[src/rtl/nn_batch_eval_ctrl.sv]
`default_nettype none
// ============================================================================
// Module   : nn_batch_eval_ctrl
// Purpose  : Streams binary-pixel images from RAM into the MNIST core and
//            scores each prediction against a label RAM over a batch.
// Revision : 1.0  initial release
// ============================================================================
module nn_batch_eval_ctrl #(
    parameter int N_PIXELS = 784,
    parameter int N_IMAGES = 1000,
    parameter int PIX_AW   = 20,
    parameter int IMG_AW   = 10,
    parameter int TIMEOUT  = 4096
) (
    input  logic              clk,
    input  logic              rst_n,
    input  logic              start,
    input  logic              abort,
    output logic              pix_rd_en,
    output logic [PIX_AW-1:0] pix_addr,
    input  logic              pix_rd_data,
    output logic [IMG_AW-1:0] lbl_addr,
    input  logic [3:0]        lbl_data,
    output logic              nn_data_in,
    output logic              nn_valid_in,
    input  logic              nn_valid_out,
    input  logic [3:0]        nn_prediction,
    output logic              busy,
    output logic              done,
    output logic              result_valid,
    output logic              last_hit,
    output logic [3:0]        last_pred,
    output logic [IMG_AW-1:0] img_count,
    output logic [IMG_AW-1:0] hit_count,
    output logic [IMG_AW-1:0] timeout_count,
    output logic              proto_err
);

    localparam int                c_PCW        = $clog2(N_PIXELS + 1);
    localparam int                c_TMW        = $clog2(TIMEOUT + 1);
    localparam logic [c_PCW-1:0]  c_PC_LAST    = c_PCW'(N_PIXELS - 1);
    localparam logic [c_TMW-1:0]  c_TM_LAST    = c_TMW'(TIMEOUT - 1);
    localparam logic [IMG_AW-1:0] c_IMG_LAST   = IMG_AW'(N_IMAGES - 1);
    localparam logic [IMG_AW-1:0] c_IMG_MAX    = IMG_AW'(N_IMAGES);
    localparam logic [PIX_AW-1:0] c_IMG_STRIDE = PIX_AW'(N_PIXELS);

    typedef enum logic [2:0] {
        S_IDLE   = 3'd0,
        S_STREAM = 3'd1,
        S_DRAIN  = 3'd2,
        S_WAIT   = 3'd3,
        S_DONE   = 3'd4
    } state_t;

    state_t             r_state;
    logic [IMG_AW-1:0]  r_img_idx;
    logic [PIX_AW-1:0]  r_img_base;
    logic [c_PCW-1:0]   r_pc;
    logic [c_TMW-1:0]   r_timer;
    logic               r_drain;
    logic               r_rd_en_d;

    logic               w_score;
    logic               w_hit;
    logic [PIX_AW-1:0]  w_next_base;

    assign w_score     = (r_state == S_WAIT) && (nn_valid_out || (r_timer == c_TM_LAST));
    assign w_hit       = (nn_prediction == lbl_data);
    assign w_next_base = r_img_base + c_IMG_STRIDE;
    assign lbl_addr    = r_img_idx;

    function automatic logic [IMG_AW-1:0] sat_inc(input logic [IMG_AW-1:0] v);
        return (v == c_IMG_MAX) ? v : v + IMG_AW'(1);
    endfunction

    always_ff @(posedge clk or negedge rst_n) begin
        if (!rst_n) begin
            r_state       <= S_IDLE;
            r_img_idx     <= '0;
            r_img_base    <= '0;
            r_pc          <= '0;
            r_timer       <= '0;
            r_drain       <= 1'b0;
            r_rd_en_d     <= 1'b0;
            pix_rd_en     <= 1'b0;
            pix_addr      <= '0;
            nn_data_in    <= 1'b0;
            nn_valid_in   <= 1'b0;
            busy          <= 1'b0;
            done          <= 1'b0;
            result_valid  <= 1'b0;
            last_hit      <= 1'b0;
            last_pred     <= 4'h0;
            img_count     <= '0;
            hit_count     <= '0;
            timeout_count <= '0;
            proto_err     <= 1'b0;
        end else begin
            result_valid <= 1'b0;
            r_rd_en_d    <= pix_rd_en;
            nn_valid_in  <= r_rd_en_d;
            nn_data_in   <= r_rd_en_d & pix_rd_data;
            if (nn_valid_out && (r_state != S_WAIT)) begin
                proto_err <= 1'b1;
            end

            if (abort) begin
                r_state   <= S_IDLE;
                pix_rd_en <= 1'b0;
                r_rd_en_d <= 1'b0;
                busy      <= 1'b0;
                done      <= 1'b0;
            end else begin
                case (r_state)
                    S_IDLE, S_DONE: begin
                        // Address 0 is issued on the accepting edge so the
                        // first pixel reaches the core two edges later.
                        if (start) begin
                            r_state       <= S_STREAM;
                            busy          <= 1'b1;
                            done          <= 1'b0;
                            img_count     <= '0;
                            hit_count     <= '0;
                            timeout_count <= '0;
                            proto_err     <= 1'b0;
                            r_img_idx     <= '0;
                            r_img_base    <= '0;
                            pix_rd_en     <= 1'b1;
                            pix_addr      <= '0;
                            r_pc          <= c_PCW'(1);
                        end
                    end
                    S_STREAM: begin
                        pix_rd_en <= 1'b1;
                        pix_addr  <= r_img_base + PIX_AW'(r_pc);
                        r_pc      <= r_pc + c_PCW'(1);
                        if (r_pc == c_PC_LAST) begin
                            r_state <= S_DRAIN;
                            r_drain <= 1'b0;
                        end
                    end
                    S_DRAIN: begin
                        pix_rd_en <= 1'b0;
                        r_drain   <= 1'b1;
                        if (r_drain) begin
                            r_state <= S_WAIT;
                            r_timer <= '0;
                        end
                    end
                    S_WAIT: begin
                        r_timer <= r_timer + c_TMW'(1);
                        if (w_score) begin
                            result_valid <= 1'b1;
                            img_count    <= sat_inc(img_count);
                            // A result arriving on the expiry cycle still counts.
                            if (nn_valid_out) begin
                                last_hit  <= w_hit;
                                last_pred <= nn_prediction;
                                if (w_hit) begin
                                    hit_count <= sat_inc(hit_count);
                                end
                            end else begin
                                last_hit      <= 1'b0;
                                last_pred     <= 4'hF;
                                timeout_count <= sat_inc(timeout_count);
                            end
                            if (r_img_idx == c_IMG_LAST) begin
                                r_state <= S_DONE;
                                busy    <= 1'b0;
                                done    <= 1'b1;
                            end else begin
                                r_state    <= S_STREAM;
                                r_img_idx  <= r_img_idx + IMG_AW'(1);
                                r_img_base <= w_next_base;
                                pix_rd_en  <= 1'b1;
                                pix_addr   <= w_next_base;
                                r_pc       <= c_PCW'(1);
                            end
                        end
                    end
                    default: begin
                        r_state <= S_IDLE;
                        busy    <= 1'b0;
                    end
                endcase
            end
        end
    end

endmodule
`default_nettype wire

[config.mk]
export PLATFORM = sky130hd
export DESIGN_NAME = nn_batch_eval_ctrl
export DESIGN_NICKNAME = d
export VERILOG_FILES = /design/src/rtl/nn_batch_eval_ctrl.sv
export SDC_FILE = /design/constraint.sdc
export NUM_CORES = 1
export LEC_CHECK = 0
export CORE_ASPECT_RATIO = 1.25
export CORE_MARGIN = 2
export CORE_UTILIZATION = 57
export CTS_BUF_LIST = sky130_fd_sc_hd__clkbuf_4
export CTS_CLUSTER_DIAMETER = 100
export DETAILED_ROUTE_END_ITERATION = 8
export PLACE_DENSITY = 0.93
export SYNTH_ARGS = -nofsm -noshare
export SYNTH_HDL_FRONTEND = slang
export SYNTH_SLANG_ARGS = --single-unit
[constraint.sdc]
create_clock -name clk -period 2.6 [get_ports clk]
set_input_delay 0.26 -clock clk [delete_from_list [all_inputs] [get_ports clk]]
set_output_delay 0.26 -clock clk [all_outputs]
set_load 0.05 [all_outputs]
== Word-level counts from Yosys, hierarchy flattened ==
Index checks and enable logic that the tools add are counted.

* Register bits after elaboration: 120
* Input bits: 14
* Output and inout port bits: 72
* Word-level logic and storage cells: 144

* Add/sub/neg operators: 8
* Equal/unequal tests: 30
* Multiplexer cells: 60
* Bitwise logic cells: 2
* Reduce and logical (&&, ||, !) cells: 24

{| class="wikitable"
|+ Operator list
! operator !! count
|-
| $mux 10 || 15
|-
| $pmux 10 s2 || 4
|-
| $mux 20 || 3
|-
| $pmux 20 s3 || 1
|-
| $add 10x1->10 const B || 5
|-
| $eq 10x10->1 const B || 5
|-
| $pmux 20 s2 || 1
|-
| $pmux 10 s3 || 1
|-
| $pmux 13 s2 || 1
|-
| $ne 2x2->1 const B || 11
|-
| $mux 1 || 21
|-
| $add 20x10->20 || 1
|-
| $add 20x10->20 const B || 1
|-
| $mux 3 || 6
|-
| $reduce_and 4->1 || 4
|-
| $ne 3x3->1 const B || 5
|-
| $reduce_and 5->1 || 3
|-
| $add 13x1->13 const B || 1
|-
| $eq 13x12->1 const B || 1
|-
| $mux 13 || 1
|-
| $pmux 3 s4 || 1
|-
| $reduce_and 3->1 || 3
|-
| $reduce_and 7->1 || 1
|-
| $eq 3x2->1 const B || 2
|-
| other kinds (19) || 26
|}

== Depth between registers and ports, before layout ==
Gate-level depths: netlist of run 1.

* Depth after elaboration: 6
* Mapped depth: 9

== Worst setup path after synthesis of run 1 ==
OpenSTA, ideal clock, no wires.

* Path kind: reg2reg
* From: register r_img_idx[0] (netlist: lbl_addr[0])
* To: register r_pc[9]
* Arrival: 2.347 ns
* Slack: 0.175 ns
* Cell stages (with the launch flop): 7
* Buffers on the path: 0
* Cell sequence: dfrtp_1 ha_1 and2_0 a311oi_2 nand2_4 or4_1 a21oi_1

* Word-level cells in the longest chain between the ends: 3

{| class="wikitable"
|+ Ends and longest elaborated chain
! item !! line !! source
|-
| start, declared || 56 || <nowiki>logic [IMG_AW-1:0] r_img_idx;</nowiki>
|-
| start signal, assigned || 173 || <nowiki>r_img_idx <= r_img_idx + IMG_AW'(1);</nowiki>
|-
| $eq 10x10->1 || 167 || <nowiki>if (r_img_idx == c_IMG_LAST) begin</nowiki>
|-
| $ne 2x2->1 (no line) || n/a ||
|-
| $reduce_and 5->1 (no line) || n/a ||
|-
| end signal, assigned || 130 || <nowiki>r_pc <= c_PCW'(1);</nowiki>
|-
| end signal, assigned || 136 || <nowiki>r_pc <= r_pc + c_PCW'(1);</nowiki>
|-
| end signal, assigned || 177 || <nowiki>r_pc <= c_PCW'(1);</nowiki>
|-
| end, declared || 58 || <nowiki>logic [c_PCW-1:0] r_pc;</nowiki>
|}

Every way passes these cells.
A chain may end at the register's enable or synchronous reset.

== Worst setup path after layout of run 1 ==
* From: register r_timer[0]
* To: register r_img_base[15]

* Word-level cells in the longest chain between the ends: 5

{| class="wikitable"
|+ Ends and longest elaborated chain
! item !! line !! source
|-
| start, declared || 59 || <nowiki>logic [c_TMW-1:0] r_timer;</nowiki>
|-
| start signal, assigned || 151 || <nowiki>r_timer <= r_timer + c_TMW'(1);</nowiki>
|-
| $eq 13x12->1 || 67 || <nowiki>assign w_score = (r_state == S_WAIT) && (nn_valid_out || (r_timer == c_TM_LAST));</nowiki>
|-
| $logic_or 1x1->1 || 67 ||
|-
| $logic_and 1x1->1 || 67 ||
|-
| $ne 2x2->1 (no line) || n/a ||
|-
| $reduce_and 5->1 (no line) || n/a ||
|-
| end signal, assigned || 174 || <nowiki>r_img_base <= w_next_base;</nowiki>
|-
| end, declared || 57 || <nowiki>logic [PIX_AW-1:0] r_img_base;</nowiki>
|}

Every way passes these cells.

==> results of run 1 <==
worst reg2reg max path, delay by kind of cell, from the launching register on:
| kind | cells | cell delay, ns |
|---|---|---|
| adder cells (fa/ha/maj) | 1 | 0.16 |
| AND/OR/NAND/NOR | 3 | 0.77 |
| buffers and inverters | 3 | 0.58 |
| AO/OA/AOI/OAI | 3 | 0.52 |
| flip-flops | 1 | 0.43 |
final cells by class:
class | count | area share (%)
clock buffer | 17 | 1.56
clock inverter | 15 | 2.60
inverter | 16 | 0.735
multi-input combinational | 566 | 42.9
sequential | 116 | 35.5
tap | 135 | 2.07
timing repair buffer | 127 | 14.6
power breakdown:
group	switching [mW]	internal [mW]
clock	0.735	0.849
combinational	0.279	0.148
sequential	0.0426	1.84
what timing repair did:
item	CTS	global route
gates resized for setup	1	25
buffers inserted	0	7
endpoints found under the setup margin	4	24
hold buffers	1	0
endpoints found under the hold margin	116	0
pin swaps	0	8
cells by family after synthesis:
kind of cell | share of synthesized area, %
multiplexers | 0.788
XOR/XNOR | 5.92
buffers and inverters | 2.81
other | 0.0576
flip-flops | 44.6
AND/OR/NAND/NOR | 23.9
AO/OA/AOI/OAI | 18.6
adder cells (fa/ha/maj) | 3.27
flip-flops by register name, summed over array words and instances, names as in the netlist, 10 cells and up:
| register | cells |
|---|---|
| img_count | 10 |
| timeout_count | 10 |
| pix_addr | 20 |
| lbl_addr | 10 |
| r_img_base | 16 |
| r_timer | 13 |
| hit_count | 10 |
| r_pc | 10 |
worst paths after layout:
path / startpoint / endpoint / slack [ns] / cells after the start
max in group asynchronous: rst_n / r_timer[0] / 1.71 / 3
hold reg to reg: r_rd_en_d / nn_valid_in / 0.38 / 0
setup / recovery: r_timer[0] / r_img_base[15] / 0.03 / 10
setup reg to reg: r_timer[0] / r_img_base[15] / 0.03 / 10
min in group clk: pix_rd_data / nn_data_in / 0.26 / 2
hold / removal: rst_n / pix_addr[7] / 0.07 / 2
metal layers:
layer  vias up  part of all wire (%)
met3       107                   9.1
met4         0                   4.5
met2       401                    50
met1      3084                    36
met5         -                     0
li1       2880                     -
layout by cell type, fill, tap and decap left out, drive strengths merged, types with 14 or more instances in the layout:
cell,synthesis,routed
nand3,41,41
and3,16,16
dfrtp,116,116
nor3,18,18
xnor2,30,30
nand2,88,88
o21ai,66,66
xor2,14,14
buf,7,41
clkbuf,24,18
nor2,73,73
clkdlybuf4s50,0,84
ha,17,17
a21oi,42,42
inv,16,16
stage by stage:
stage          total power [mW]  hold WS, ns  setup TNS [ns]  setup slack [ns]
2_1_floorplan              2.14      -0.0356               0             0.175
3_3_place_gp               2.31        0.107               0             0.125
3_5_place_dp               2.32        0.108        -0.00423          -0.00423
4_1_cts                    3.88       0.0669               0            0.0555
5_1_grt                    4.02       0.0608          -0.149           -0.0355
6_report                   3.90       0.0680               0            0.0259
==> results.json, run 1 <==
{
  "criticalPathCategory": "flip-flop to flip-flop",
  "synth.most_common_cell": "dfrtp_1",
  "post_synth.cell_area_avg_um2": 8.93,
  "ys_seq_elements": 116,
  "synth.top_cell.area_share_pct": 44.6,
  "clock_sink_count": 116,
  "gp_routability_congestion": 0.905,
  "1st_pass_router_iterations": 9,
  "die_h_um": 123,
  "worst_path_cell_trace": "ha_4 -> nand4b_1 -> buf_4 -> nor4_4 -> o211ai_1 -> buf_4 -> or2_4 -> buf_8 -> o21ai_2 -> o31ai_2",
  "max_stage_delay_ns": 0.43,
  "groute.layer.met2.usage_pct": 52.9,
  "final-max-slew-violation-count": 0,
  "final_hold_violation_count": 0,
  "slew_limit_headroom_pct": 50.0,
  "power.ir.vdd_worst_uv": 359,
  "synthesis.instances": 729,
  "finalClockSkew_ns": 0.0177,
  "clkLatencyLatePin_ns": 0.55,
  "power_density_mw_per_mm2": 477,
  "critical_path.n_buffers_inverters": 3,
  "worstPathRequired_ns": 3.03,
  "global_route.peak_usage_layer": "met2",
  "vias_in_the_first_global_route": 6371,
  "fin_area_mm2": 0.00818,
  "first_drt_iteration_drcs": 637,
  "n_fill_cell": 738,
  "avg_vias_per_cell": 6.52,
  "boundaryPins": 86,
  "antenna_diode_count": 0,
  "cts.path.max_buffers": 2,
  "final_net_count": 875,
  "global_route.usage.met3_pct": 6.61,
  "placement.io_buffers": 85,
  "tritoncts": "done",
  "dpl.cell_count": 952,
  "synth_commonest_cells": "dfrtp_1 (116), nand2_1 (86), nor2_1 (72)",
  "finalCritPeriodShare_pct": 99.0,
  "cp_max_fo": 18,
  "instances_no_fill": 992,
  "violations_in_the_final_reports": "design-rule violations",
  "worstSetupStartpointType": "flip-flop",
  "synth_ff_type": "dfrtp_1",
  "synth_largest_area_cell": "dfrtp_1",
  "static-leakage-power_nw": 3.50,
  "cts_htree_levels": 4,
  "syn2layout_area_growth_pct": 25.6,
  "drc_errors_left": 2,
  "fmax_ghz": 0.388,
  "grt_setup_unrepaired": "yes",
  "start_util_pct": 58.4,
  "layout_min_cycle_time_ns": 2.57,
  "synthesis.area_mm2": 0.00651,
  "maxCapViolCount": 0,
  "cts.root.buffer_cell": "clkbuf_4",
  "setup_failing_eps_final": 0,
  "final_ant_viol_nets": 0,
  "synth_enable_flop_cells": 0,
  "groute.usage.overall_pct": 31.1,
  "hp-class": "primary input to asynchronous set/reset pin",
  "postPlaceCellArea_mm2": 0.00768,
  "synth_seq_area_share_pct": 44.6,
  "global_route.overflow_total": 0,
  "final_core_utilization_pct": 73.4,
  "biggest_area_contributors_in_the_synthesized_netlist": "dfrtp_1 (45%), o21ai_0 (5.0%), nand2_1 (5.0%)",
  "die_ar_mm2": 0.0123,
  "crit_path_frequent_cell": "buf_4",
  "route.final.wire_length_um": 18800,
  "grt_antenna_before_repair": 0,
  "die_width_um": 99.6,
  "global_route.usage.met1_pct": 36.5,
  "routed-via-count": 6472,
  "synth.distinct_cells": 72,
  "worst_setup_path_end_kind": "flip-flop",
  "multi_input_area_mm2": 0.00350,
  "cts_inserted_buffers": 17,
  "grt_first_pass_wirelength_um": 30200,
  "floorplan.rows": 43,
  "average_wire_per_standard_cell_um": 18.9,
  "sequential_cell_area_mm2": 0.00291,
  "clkSlewWorstSetupHoldPaths_ns": 0.12,
  "final_layout_size_suffix_gt1_share_pct": 12.1,
  "synth-warning-count": 0,
  "dp_hpwl_um": 12600,
  "timing.critical_path.arrival_ns": 3.00,
  "grt_max_degree": 66,
  "timing_worst_slew_pin_value_ns": 0.750,
  "critPathSlowestCell": "dfrtp_2",
  "core_region_area_mm2": 0.0111,
  "status": "finished with violations",
  "async_flop_share_pct": 100,
  "synth_fp_nets": 760,
  "critPathTopFamily": "simple AND/OR/NAND/NOR gates"
}
Power figures use the tool's default switching activity.
==> run 2: changes to the inputs <==
--- a/config.mk
+++ b/config.mk
@@ -11,6 +11,7 @@
 export CTS_BUF_LIST = sky130_fd_sc_hd__clkbuf_4
 export CTS_CLUSTER_DIAMETER = 100
 export DETAILED_ROUTE_END_ITERATION = 8
+export GPL_ROUTABILITY_DRIVEN = 0
 export PLACE_DENSITY = 0.93
 export SYNTH_ARGS = -nofsm -noshare
 export SYNTH_HDL_FRONTEND = slang
==> constraint.sdc (replaced) <==
create_clock -name clk -period 2.6 [get_ports clk]
set_input_delay 0.65 -clock clk [delete_from_list [all_inputs] [get_ports clk]]
set_output_delay 0.65 -clock clk [all_outputs]
set_load 0.05 [all_outputs]
==> results.json, run 2 (same netlist as run 1, synthesis figures left out) <==
{
  "layout_commonest_cell": "dfrtp_1",
  "slew_limit_headroom_pct": 58.6,
  "die_h_um": 123,
  "fmax_ghz": 0.392,
  "groute.usage.overall_pct": 31.7,
  "sequential_cell_area_mm2": 0.00290,
  "multi_input_area_mm2": 0.00345,
  "drc_errors_left": 0,
  "maxCapViolCount": 0,
  "n_fill_cell": 737,
  "critical_path.n_buffers_inverters": 1,
  "post_cts_buffers": 0,
  "global_route.overflow_total": 0,
  "status": "finished clean",
  "dp_hpwl_um": 13100,
  "crit-reg2reg-launch": "r_timer[1]",
  "static-leakage-power_nw": 3.52,
  "crit_path_start": "timeout_count[1]",
  "1st_pass_router_iterations": 5,
  "tritoncts": "done",
  "grt_first_pass_wirelength_um": 30800,
  "critPathSlowestCell": "clkdlybuf4s50_1",
  "finalClockSkew_ns": 0.0134,
  "power_density_mw_per_mm2": 457,
  "placement.io_buffers": 85,
  "final_net_count": 883,
  "finalCritPeriodShare_pct": 98.0,
  "clock_sink_count": 116,
  "grt_max_degree": 52,
  "worstPathRequired_ns": 1.95,
  "cts.path.max_buffers": 2,
  "core_region_area_mm2": 0.0111,
  "cp_max_fo": 5,
  "worst_path_cell_trace": "clkdlybuf4s50_1",
  "floorplan.rows": 43,
  "worstSetupStartpointType": "flip-flop",
  "die_width_um": 99.6,
  "final_ant_viol_nets": 0,
  "setup_failing_eps_final": 0,
  "dpl.cell_count": 968,
  "instances_no_fill": 1001,
  "final_layout_size_suffix_gt1_share_pct": 12.0,
  "largest_reg_flops": 20,
  "clkSlewWorstSetupHoldPaths_ns": 0.10,
  "routed-via-count": 6483,
  "cts_htree_levels": 4,
  "hp-class": "primary input to asynchronous set/reset pin",
  "worst_setup_path_end_kind": "primary output",
  "layout_common_cells": "dfrtp_1 (116), nand2_1 (86), clkdlybuf4s50_1 (83), nor2_1 (71), o21ai_0 (65)",
  "cts_inserted_buffers": 17,
  "grt_antenna_before_repair": 1,
  "avg_vias_per_cell": 6.48,
  "first_drt_iteration_drcs": 726,
  "average_wire_per_standard_cell_um": 18.7,
  "regMostFlops": "pix_addr",
  "timing_worst_slew_pin_value_ns": 0.620,
  "vias_in_the_first_global_route": 6541,
  "top_registers": "pix_addr x20, r_img_base x16, r_timer x13",
  "syn2layout_area_growth_pct": 24.8,
  "timing.critical_path.arrival_ns": 1.90,
  "start_util_pct": 58.4,
  "final-max-slew-violation-count": 0,
  "layout_min_cycle_time_ns": 2.55,
  "max_stage_delay_ns": 0.86,
  "boundaryPins": 86,
  "die_ar_mm2": 0.0123,
  "route.final.wire_length_um": 18700,
  "finalSetupTns_ns": 0,
  "criticalPathCategory": "flip-flop to primary output",
  "critPathTopFamily": "buffers and inverters",
  "final_hold_violation_count": 0,
  "clkLatencyLatePin_ns": 0.56,
  "power.ir.vdd_worst_uv": 299,
  "cts.root.buffer_cell": "clkbuf_4"
}
==> run 2: worst reg2reg max path, cell delays in order (launching register included) <==
cell	delay, ns
dfrtp_1	0.37
ha_1	0.22
nand4b_1	0.18
nor4_2	0.20
buf_4	0.16
o211ai_1	0.15
buf_4	0.22
or2_1	0.30
buf_12	0.18
o21ai_0	0.19
o21ai_0	0.15
==> run 2: per-layer routing <==
layer	routed length (um)	track usage, %
met5	0	0
met4	930	19.8
met3	1600	7.41
met2	9450	54.5
met1	6750	35.5
==> run 2: final cells by class <==
type / instances / area share [%]
Inverter: 16 / 0.740
Tap cell: 135 / 2.08
Antenna cell: 1 / 0.0308
Timing Repair Buffer: 135 / 15.4
Clock inverter: 12 / 1.70
Multi-Input combinational cell: 566 / 42.4
Sequential cell: 116 / 35.8
Clock buffer: 20 / 1.85
==> run 2: where the power goes <==
group          internal (mW)  switching [mW]
sequential              1.84          0.0409
clock                  0.682           0.711
combinational          0.154           0.283
total                   2.68            1.03
==> run 2: path summary, 6_finish.rpt <==
kind / end / slack [ns] / cells after the start
max in group asynchronous: img_count[6] / 1.90 / 2
setup reg to reg: r_img_base[6] / 0.13 / 10
min in group clk: nn_valid_in / 0.38 / 0
hold reg to reg: nn_valid_in / 0.38 / 0
hold / removal: pix_addr[1] / 0.05 / 1
setup / recovery: timeout_count[1] / 0.05 / 1
==> run 2: timing repair <==
item	in CTS	in global routing
endpoints found under the setup margin	0	22
hold buffers	0	0
resized for setup	0	6
==> run 2: stage by stage <==
| step | instance area [um2] | hold WS [ns] | utilization [%] | worst slack, ns | total power, mW |
|---|---|---|---|---|---|
| 2_1_floorplan | 6510 | 0.347 | - | 0.175 | 2.14 |
| 3_3_place_gp | 7800 | 0.352 | 70.1 | -0.0380 | 2.33 |
| 3_5_place_dp | 7800 | 0.363 | 70.1 | -0.176 | 2.35 |
| 4_1_cts | 8090 | 0.0314 | 72.6 | 0.0329 | 3.72 |
| 5_1_grt | 8120 | 0.0642 | 72.9 | -0.00657 | 3.83 |
| 6_report | 8120 | 0.0455 | 72.9 | 0.0513 | 3.71 |
